===== config.mk =====
export PLATFORM = sky130hd
export DESIGN_NAME = sys_result_drain
export DESIGN_NICKNAME = d
export VERILOG_FILES = /design/src/rtl/sys_result_drain.sv
export SDC_FILE = /design/constraint.sdc
export NUM_CORES = 1
export LEC_CHECK = 0
export BUFFER_PORTS_ARGS = -buffer_cell sky130_fd_sc_hd__clkbuf_2
export CORE_ASPECT_RATIO = 0.6
export CORE_MARGIN = 2
export CORE_UTILIZATION = 54
export DETAILED_ROUTE_END_ITERATION = 16
export PLACE_DENSITY = 0.81
export SLEW_MARGIN = 5
export SYNTH_ARGS = -nofsm -noshare
export SYNTH_HDL_FRONTEND = slang
export SYNTH_SLANG_ARGS = --single-unit

===== constraint.sdc =====
create_clock -name clk -period 3.75 [get_ports clk]
set_input_delay 0 -clock clk [delete_from_list [all_inputs] [get_ports clk]]
set_output_delay 0 -clock clk [all_outputs]
set_load 0.01 [all_outputs]

===== src/rtl/sys_result_drain.sv =====
// sys_result_drain: captures per-PE results on store-enable and drains them in PE-index order to the result RAM.
// Define SYS_DRAIN_SATWORD_EN to append the saturation-map word at base+NPE after slot NPE-1.
module sys_result_drain #(
    parameter int NPE = 16,
    parameter int AW  = 18
) (
    input  logic              clk,
    input  logic              rst_n,
    input  logic              start,
    input  logic [AW-1:0]     base_adr,
    input  logic [NPE-1:0]    se,
    input  logic [16*NPE-1:0] s_out_all,
    input  logic [NPE-1:0]    sat,
    output logic              res_wen,
    input  logic              res_rdy,
    output logic [AW-1:0]     res_wadr,
    output logic [15:0]       res_wdata,
    output logic              busy,
    output logic              done,
    output logic              done_irq,
    output logic              ovf,
    output logic [NPE-1:0]    sat_map
);
    localparam int PW = $clog2(NPE);

`ifdef SYS_DRAIN_SATWORD_EN
    typedef enum logic [1:0] {IDLE, COLLECT, FLAG, DONE} state_t;
`else
    typedef enum logic [1:0] {IDLE, COLLECT, DONE} state_t;
`endif

    state_t         state_q, state_d;
    logic [PW-1:0]  ptr_q, ptr_d;
    logic [NPE-1:0] valid_q, valid_d;
    logic [15:0]    hold_q [NPE];
    logic [15:0]    hold_d [NPE];
    logic [AW-1:0]  base_q, base_d;
    logic           ovf_q, ovf_d;
    logic [NPE-1:0] sat_map_q, sat_map_d;
    logic           done_irq_q, done_irq_d;
    logic           accept;

    always_comb begin
        res_wen   = state_q == COLLECT && valid_q[ptr_q];
        res_wadr  = base_q + AW'(ptr_q);
        res_wdata = hold_q[ptr_q];
`ifdef SYS_DRAIN_SATWORD_EN
        if (state_q == FLAG) begin
            res_wen   = 1'b1;
            res_wadr  = base_q + AW'(NPE);
            res_wdata = 16'(sat_map_q);
        end
`endif
    end

    assign accept = res_wen && res_rdy && !start;

    always_comb begin
        state_d   = state_q;
        ptr_d     = ptr_q;
        valid_d   = valid_q;
        hold_d    = hold_q;
        base_d    = base_q;
        ovf_d     = ovf_q;
        sat_map_d = sat_map_q;
        if (start) begin
            state_d   = COLLECT;
            ptr_d     = '0;
            valid_d   = '0;
            ovf_d     = 1'b0;
            sat_map_d = '0;
            base_d    = base_adr;
        end else begin
            if (state_q == COLLECT) begin
                // a strobe for a slot already holding or already drained data is an overrun
                for (int i = 0; i < NPE; i++) begin
                    if (se[i]) begin
                        if (valid_q[i] || i < int'(ptr_q)) begin
                            ovf_d = 1'b1;
                        end else begin
                            hold_d[i]    = s_out_all[16*i +: 16];
                            valid_d[i]   = 1'b1;
                            sat_map_d[i] = sat[i];
                        end
                    end
                end
                if (accept) begin
                    valid_d[ptr_q] = 1'b0;
                    ptr_d          = ptr_q + 1'b1;
`ifdef SYS_DRAIN_SATWORD_EN
                    if (ptr_q == PW'(NPE-1)) state_d = FLAG;
`else
                    if (ptr_q == PW'(NPE-1)) state_d = DONE;
`endif
                end
            end
`ifdef SYS_DRAIN_SATWORD_EN
            if (state_q == FLAG && accept) state_d = DONE;
`endif
        end
        done_irq_d = state_d == DONE && state_q != DONE;
    end

    always_ff @(posedge clk or negedge rst_n) begin
        if (!rst_n) begin
            state_q    <= IDLE;
            ptr_q      <= '0;
            valid_q    <= '0;
            base_q     <= '0;
            ovf_q      <= 1'b0;
            sat_map_q  <= '0;
            done_irq_q <= 1'b0;
            for (int i = 0; i < NPE; i++) hold_q[i] <= '0;
        end else begin
            state_q    <= state_d;
            ptr_q      <= ptr_d;
            valid_q    <= valid_d;
            base_q     <= base_d;
            ovf_q      <= ovf_d;
            sat_map_q  <= sat_map_d;
            done_irq_q <= done_irq_d;
            hold_q     <= hold_d;
        end
    end

`ifdef SYS_DRAIN_SATWORD_EN
    assign busy = state_q == COLLECT || state_q == FLAG;
`else
    assign busy = state_q == COLLECT;
`endif
    assign done     = state_q == DONE;
    assign done_irq = done_irq_q;
    assign ovf      = ovf_q;
    assign sat_map  = sat_map_q;
endmodule


Word level (Yosys, flattened, before mapping)
Cells that the tools add are included.
{ "classes": {"eq_ne": 21, "bitwise": 20, "magnitude_cmp": 18, "n_reduce_logical": 72, "addsub": 2, "mux": 156} }
{ "ops": {"columns": ["op", "n"], "rows": [
  ["two-way mux 1 bit", 139],
  ["two-way mux 16 bit", 7],
  ["binary-select mux 16 bit (select 4 bit)", 1],
  ["AND reduction 4 bit", 16],
  ["AND reduction 3 bit", 16],
  ["nonzero test 2 bit", 18],
  ["inequality test 2 bit (second input constant)", 17],
  ["less-than comparator 4 bit (first input constant)", 7],
  ["adder 18 x 4 -> 18 bit", 1],
  ["inverter 1 bit", 17],
  ["AND 16 bit", 1],
  ["less-than comparator 3 x 4 -> 1 bit (first input constant)", 4],
  ["inverter 16 bit", 1],
  ["logical OR 1 bit", 15],
  ["two-way mux 4 bit", 3],
  ["less-than comparator 1 x 4 -> 1 bit (first input constant)", 2],
  ["less-than comparator 2 x 4 -> 1 bit (first input constant)", 2],
  ["two-way mux 2 bit", 4],
  ["greater-or-equal comparator 5 bit (second input constant)", 1],
  ["logical AND 1 bit", 5],
  ["less-than comparator 4 x 5 -> 1 bit (second input constant)", 1],
  ["inverter 4 -> 5 bit", 1],
  ["adder 4 x 1 -> 4 bit (second input constant)", 1],
  ["binary-select mux 1 bit (select 4 bit)", 1],
  ["7 further kinds", 8]
]} }
{ "totals": {"out_inout_bits": 55, "reg_bits": 314, "in_bits": 310} }

Logic depth before layout (Yosys ltp)
{ "logic_depth": {"depth_word": 44, "depth_mapped": 12, "depth_no_buf": 8} }

Least setup slack after synthesis
No wires, ideal clock.
{ "synth_timing": {"path_type": "register to register", "start": "reg ptr_q[1]", "end": "reg hold_q[117] (netlist name)", "path_buffers": 5, "setup_time_ns": 0.125, "path_stages_with_launch": 13, "t_required_ns": 3.625, "t_arrival_ns": 2.551, "slack_ns": 1.074, "cell_sequence": "dfrtp_1 -> buf_2 -> buf_2 -> buf_2 -> inv_1 -> ha_1 -> buf_2 -> nand2b_1 -> a21bo_2 -> nor2_1 -> nand2_1 -> buf_2 -> mux2_2"} }
{ "synth_between": {"elab_chain_cells": 4} }
{ "synth_lines": {"columns": ["item", "line", "rtl"], "rows": [
  ["from (decl)", "33", "logic [PW-1:0] ptr_q, ptr_d;"],
  ["from (signal assigned)", "116", "ptr_q <= ptr_d;"],
  ["less-than comparator 4 bit", "78", "if (valid_q[i] || i < int'(ptr_q)) begin"],
  ["logical OR 1 bit", "78", null],
  ["inverter 1 bit (no line)", null, null],
  ["AND reduction 4 bit (no line)", null, null],
  ["to (signal assigned)", "122", "hold_q <= hold_d;"],
  ["to (decl)", "35", "logic [15:0] hold_q [NPE];"]
]} }
Every way passes these cells.
A chain may end at the register's enable or synchronous reset.

Final worst setup path
{ "layout_timing": {"start": "reg ptr_q[1]", "end": "reg ovf_q (netlist: ovf)"} }
{ "layout_between": {"elab_chain_cells": 44, "word_cells_on_any_way": 72, "classes_between": "order compare: 15; mux: 42; reduce/logical: 15"} }
{ "layout_lines": {"columns": ["item", "line", "rtl"], "rows": [
  ["less-than comparator 1 x 4 -> 1 bit", "78", null],
  ["logical OR 1 bit", "78", null],
  ["two-way mux 1 bit", "78", null],
  ["two-way mux 1 bit", "77", "if (se[i]) begin"],
  ["two-way mux 1 bit", "78", null],
  ["two-way mux 1 bit", "77", null],
  ["two-way mux 1 bit", "78", null],
  ["two-way mux 1 bit", "77", null],
  ["[28 not listed]", null, null],
  ["two-way mux 1 bit", "78", null],
  ["two-way mux 1 bit", "77", null],
  ["two-way mux 1 bit", "78", null],
  ["two-way mux 1 bit (*)", "77", null],
  ["two-way mux 1 bit", "78", null],
  ["two-way mux 1 bit (*)", "77", null],
  ["two-way mux 1 bit (*)", "74", "if (state_q == COLLECT) begin"],
  ["two-way mux 1 bit (*)", "66", "if (start) begin"],
  ["to (signal assigned)", "119", "ovf_q <= ovf_d;"],
  ["to (decl)", "38", "logic ovf_q, ovf_d;"]
]} }
Mark *: on every way between the ends. The rest lies on a longest branch, timed or not. The select of a mux whose other input is x is not followed.

==> results.md <==
* Worst slew margin at 32.8%
* Max Fanout on Critical Path at 22
* Initial antenna violation count at 18
* Syn Nets at around 1,300
* Lkg Pwr at approximately 0.0096 uW
* R2R Path Start: ptr_q[1]$_DFFE_PN0P_
* Final setup TNS at 0 ps
* Crit path kind: register to register
* Antenna Violating Nets Remaining at 0
* CTS max path bufs at 3
* Largest net degree at the start of global routing at approximately 120
* Synthesized cell area at 14,900 um2
* Max_cap viols at 0
* Hold endpoint: done_irq$_DFF_PN0_
* # resized after CTS at 0
* Fraction of layout instances using a drive strength above 1 at 46.6%
* First-pass GRT wire length at between 80 and 90 mm
* Final worst-path cycle share at about nine tenths
* FF-to-FF End: ovf$_DFFE_PN0P_
* Crit path cell chain: inv_1 > ha_1 > nand2b_1 > a21oi_1 > nor2b_1 > a2111oi_0 > dlygate4sd3_1 > a31oi_1 > dlygate4sd3_1
* Die ar. at between 20,000 and 30,000 um2
* FF-to-FF setup slack at 310 ps
* Worst min-delay path class: primary input to register
* Via Count at 12,710
* Worst Hold Path Cells at 4
* Warnings, synthesis at 0
* Core Area at 27,300 um2
* Overflow after GRT at 0
* Clock Skews at 23.0 ps
* CP Buf/Inv Count at 3
* Crit path largest cell delay at 620 ps
* CTS clock-pin slew for the worst setup and hold paths at 70 ps
* Fmax at 291 MHz
* Starting DRT DRC Count at approximately 1,500
* Nets at 2,029
* Final-layout fill cell count at 1,549
* Most used flip-flop cell after synthesis: dfrtp_1
* CTS H-tree depth at 1
* Total Routing Usage GR at 39.0%
* Data required time of the critical path at 4210 ps
* Row cnt at 47
* Commonest cells after routing, fill and taps aside: clkbuf_2, dlygate4sd3_1, dfrtp_1
* Flops & latches, synth at 314
* WL/cell at about 26 um
* Cts bufs inserted at 30
* Unrepaired setup endpoints after global routing: false
* Syn_area_per_cell at around 15 um2
* Slew Viols, Final at 0
* Most frequent CP cell: dlygate4sd3_1
* Seq/Total Area, Yosys at 52.6%
* I/O Pins at 365
* Initial Util at 54.6%
* DP HPWL at 33.0 mm
* Crit-path leading delay family: buffers and inverters
* Overall Power at 9980 uW
* Die Height at 133 um
* Post-synth EDFFs at 0
* DRT Wirelength at 56.0 mm
* CP max stage cell: dfrtp_4
* Hold slack at 47.9 ps
* Die X at between 200 and 250 um
* Tmin final at 3440 ps
* Placed cells at 1,710
* Setup Viol. Count Final at 0
* Final GP Congestion at 1.00
* FF-to-FF path depth at 9
* DR vias/cell at 6.00
* # clock sinks at between 300 and 400
* CTS root buf: clkbuf_16
* Post-route insts no fill at 2,119
* Port Buffers at 364
* Clock Latency Late Sink at around 590 ps
* P per Cell Area at 464 nW/um2
* Slew @ Worst Pin at 1010 ps
* Status: finished, final reports clean
* First-pass detailed-route iteration total at 6
* Residual DRC at 0
* Async S/R FF share, synth at 100%
* CTS tree: done
* Distinct cells, synth at 57
* Cell count after synthesis at 1,014
* Final Hold Viols at 0
* Synth-to-layout area growth at 44.3%
* Vias in the first global route at 13,657
* Crit start category: register
* Commonest non-fill, non-tap cell in the layout: clkbuf_2
* Worst Setup End Kind: register
* Hold Startpoint: res_rdy
* VDD IR max at between 300 and 400 uV
* Arr. time, crit path at 3900 ps
==> how the worst max path moves through the flow <==
stage | start | end | slack, ps | cells past startpoint
final | ptr_q[1]$_DFFE_PN0P_ | ovf$_DFFE_PN0P_ | 310 | 9
after global routing | ptr_q[1]$_DFFE_PN0P_ | ovf$_DFFE_PN0P_ | 140 | 9
after CTS | ptr_q[1]$_DFFE_PN0P_ | ovf$_DFFE_PN0P_ | 440 | 9
after detailed placement | ptr_q[1]$_DFFE_PN0P_ | hold_q[124]$_DFFE_PN0P_ | 1000 | 7
after global placement | ptr_q[1]$_DFFE_PN0P_ | hold_q[122]$_DFFE_PN0P_ | 1020 | 7
after floorplan | ptr_q[1]$_DFFE_PN0P_ | hold_q[117]$_DFFE_PN0P_ | 1070 | 12
==> metrics by stage <==
stage | cell area [um2] | setup slack [ps] | util (%)
2_1_floorplan | 14900 | 1070 | -
3_3_place_gp | 17100 | 1020 | 62.6
3_5_place_dp | 17100 | 1000 | 62.6
4_1_cts | 21500 | 439 | 78.6
5_1_grt | 21500 | 136 | 78.7
6_report | 21500 | 311 | 78.8
==> registers in the layout, summed over array words and instances, names as in the netlist <==
signal / cells
sat_map: 16
ovf: 1
done_irq: 1
valid_q: 16
state_q: 2
hold_q: 256
base_q: 18
ptr_q: 4
==> per-layer routing <==
layer  track usage (%)  wire length, um
met1              51.8            21500
met2              61.5            26500
met3              10.4             5550
met4              15.6             2440
met5                 0                0
==> cells in the mapped netlist (all sizes together) (3+ instances only) <==
master | n | area, um2
dfrtp | 314 | 7860
mux2 | 275 | 3130
mux4 | 80 | 1800
buf | 39 | 216
nand2 | 37 | 141
nor2 | 32 | 130
a21oi | 30 | 150
nand3 | 22 | 115
clkbuf | 15 | 56.3
mux2i | 14 | 140
o21ai | 14 | 70.1
a31oi | 12 | 75.1
inv | 12 | 45.0
nor3 | 12 | 65.1
a211oi | 11 | 87.6
xor2 | 9 | 78.8
ha | 8 | 100
nor2b | 8 | 50.1
xnor2 | 7 | 61.3
and3 | 6 | 37.5
nand2b | 6 | 37.5
a22oi | 5 | 37.5
nand4 | 5 | 31.3
nor3b | 5 | 42.5
nor4 | 4 | 61.3
o31ai | 4 | 30.0
a21o | 3 | 22.5
a221oi | 3 | 38.8
a311oi | 3 | 26.3
nand3b | 3 | 26.3
o41ai | 3 | 26.3
==> power breakdown <==
group | switching (uW) | internal, uW | total [uW]
logic | 992 | 1340 | 2330
registers | 429 | 4000 | 4430
clock network | 1440 | 1790 | 3230
==> area by class of cell <==
type	instances	area, um2	area share [%]
Antenna cell	18	45.0	0.209
Clock buffer	43	890	4.13
Clock inverter	13	130	0.604
Inverter	12	45.0	0.209
Multi-Input combinational cell	634	6750	31.3
Sequential cell	314	7870	36.5
Tap cell	367	459	2.13
Timing Repair Buffer	718	5350	24.9
==> worst reg2reg max path, delay by kind of cell (launching register included) <==
family / cells / cell delay (ps)
AOI/OAI and AO/OA: 3 / 640
adders and majority gates: 1 / 400
buffers and inverters: 3 / 1390
DFF: 1 / 620
and+or+nand+nor: 2 / 260
==> logic make-up after synthesis <==
family | share of synthesized area (%)
AND/OR/NAND/NOR | 5.46
adder cells (fa/ha/maj) | 0.805
XOR/XNOR | 0.939
buffers and inverters | 2.13
AO/OA/AOI/OAI | 4.01
flip-flops | 52.6
multiplexers | 34.0
==> what timing repair did <==
action                                  4_1_cts  5_1_grt
hold buffers                                335        0
setup buffers                                 0        0
endpoints found under the hold margin       423        0
endpoints found under the setup margin        0        0
Note: power is estimated with default switching activity, not from simulation.
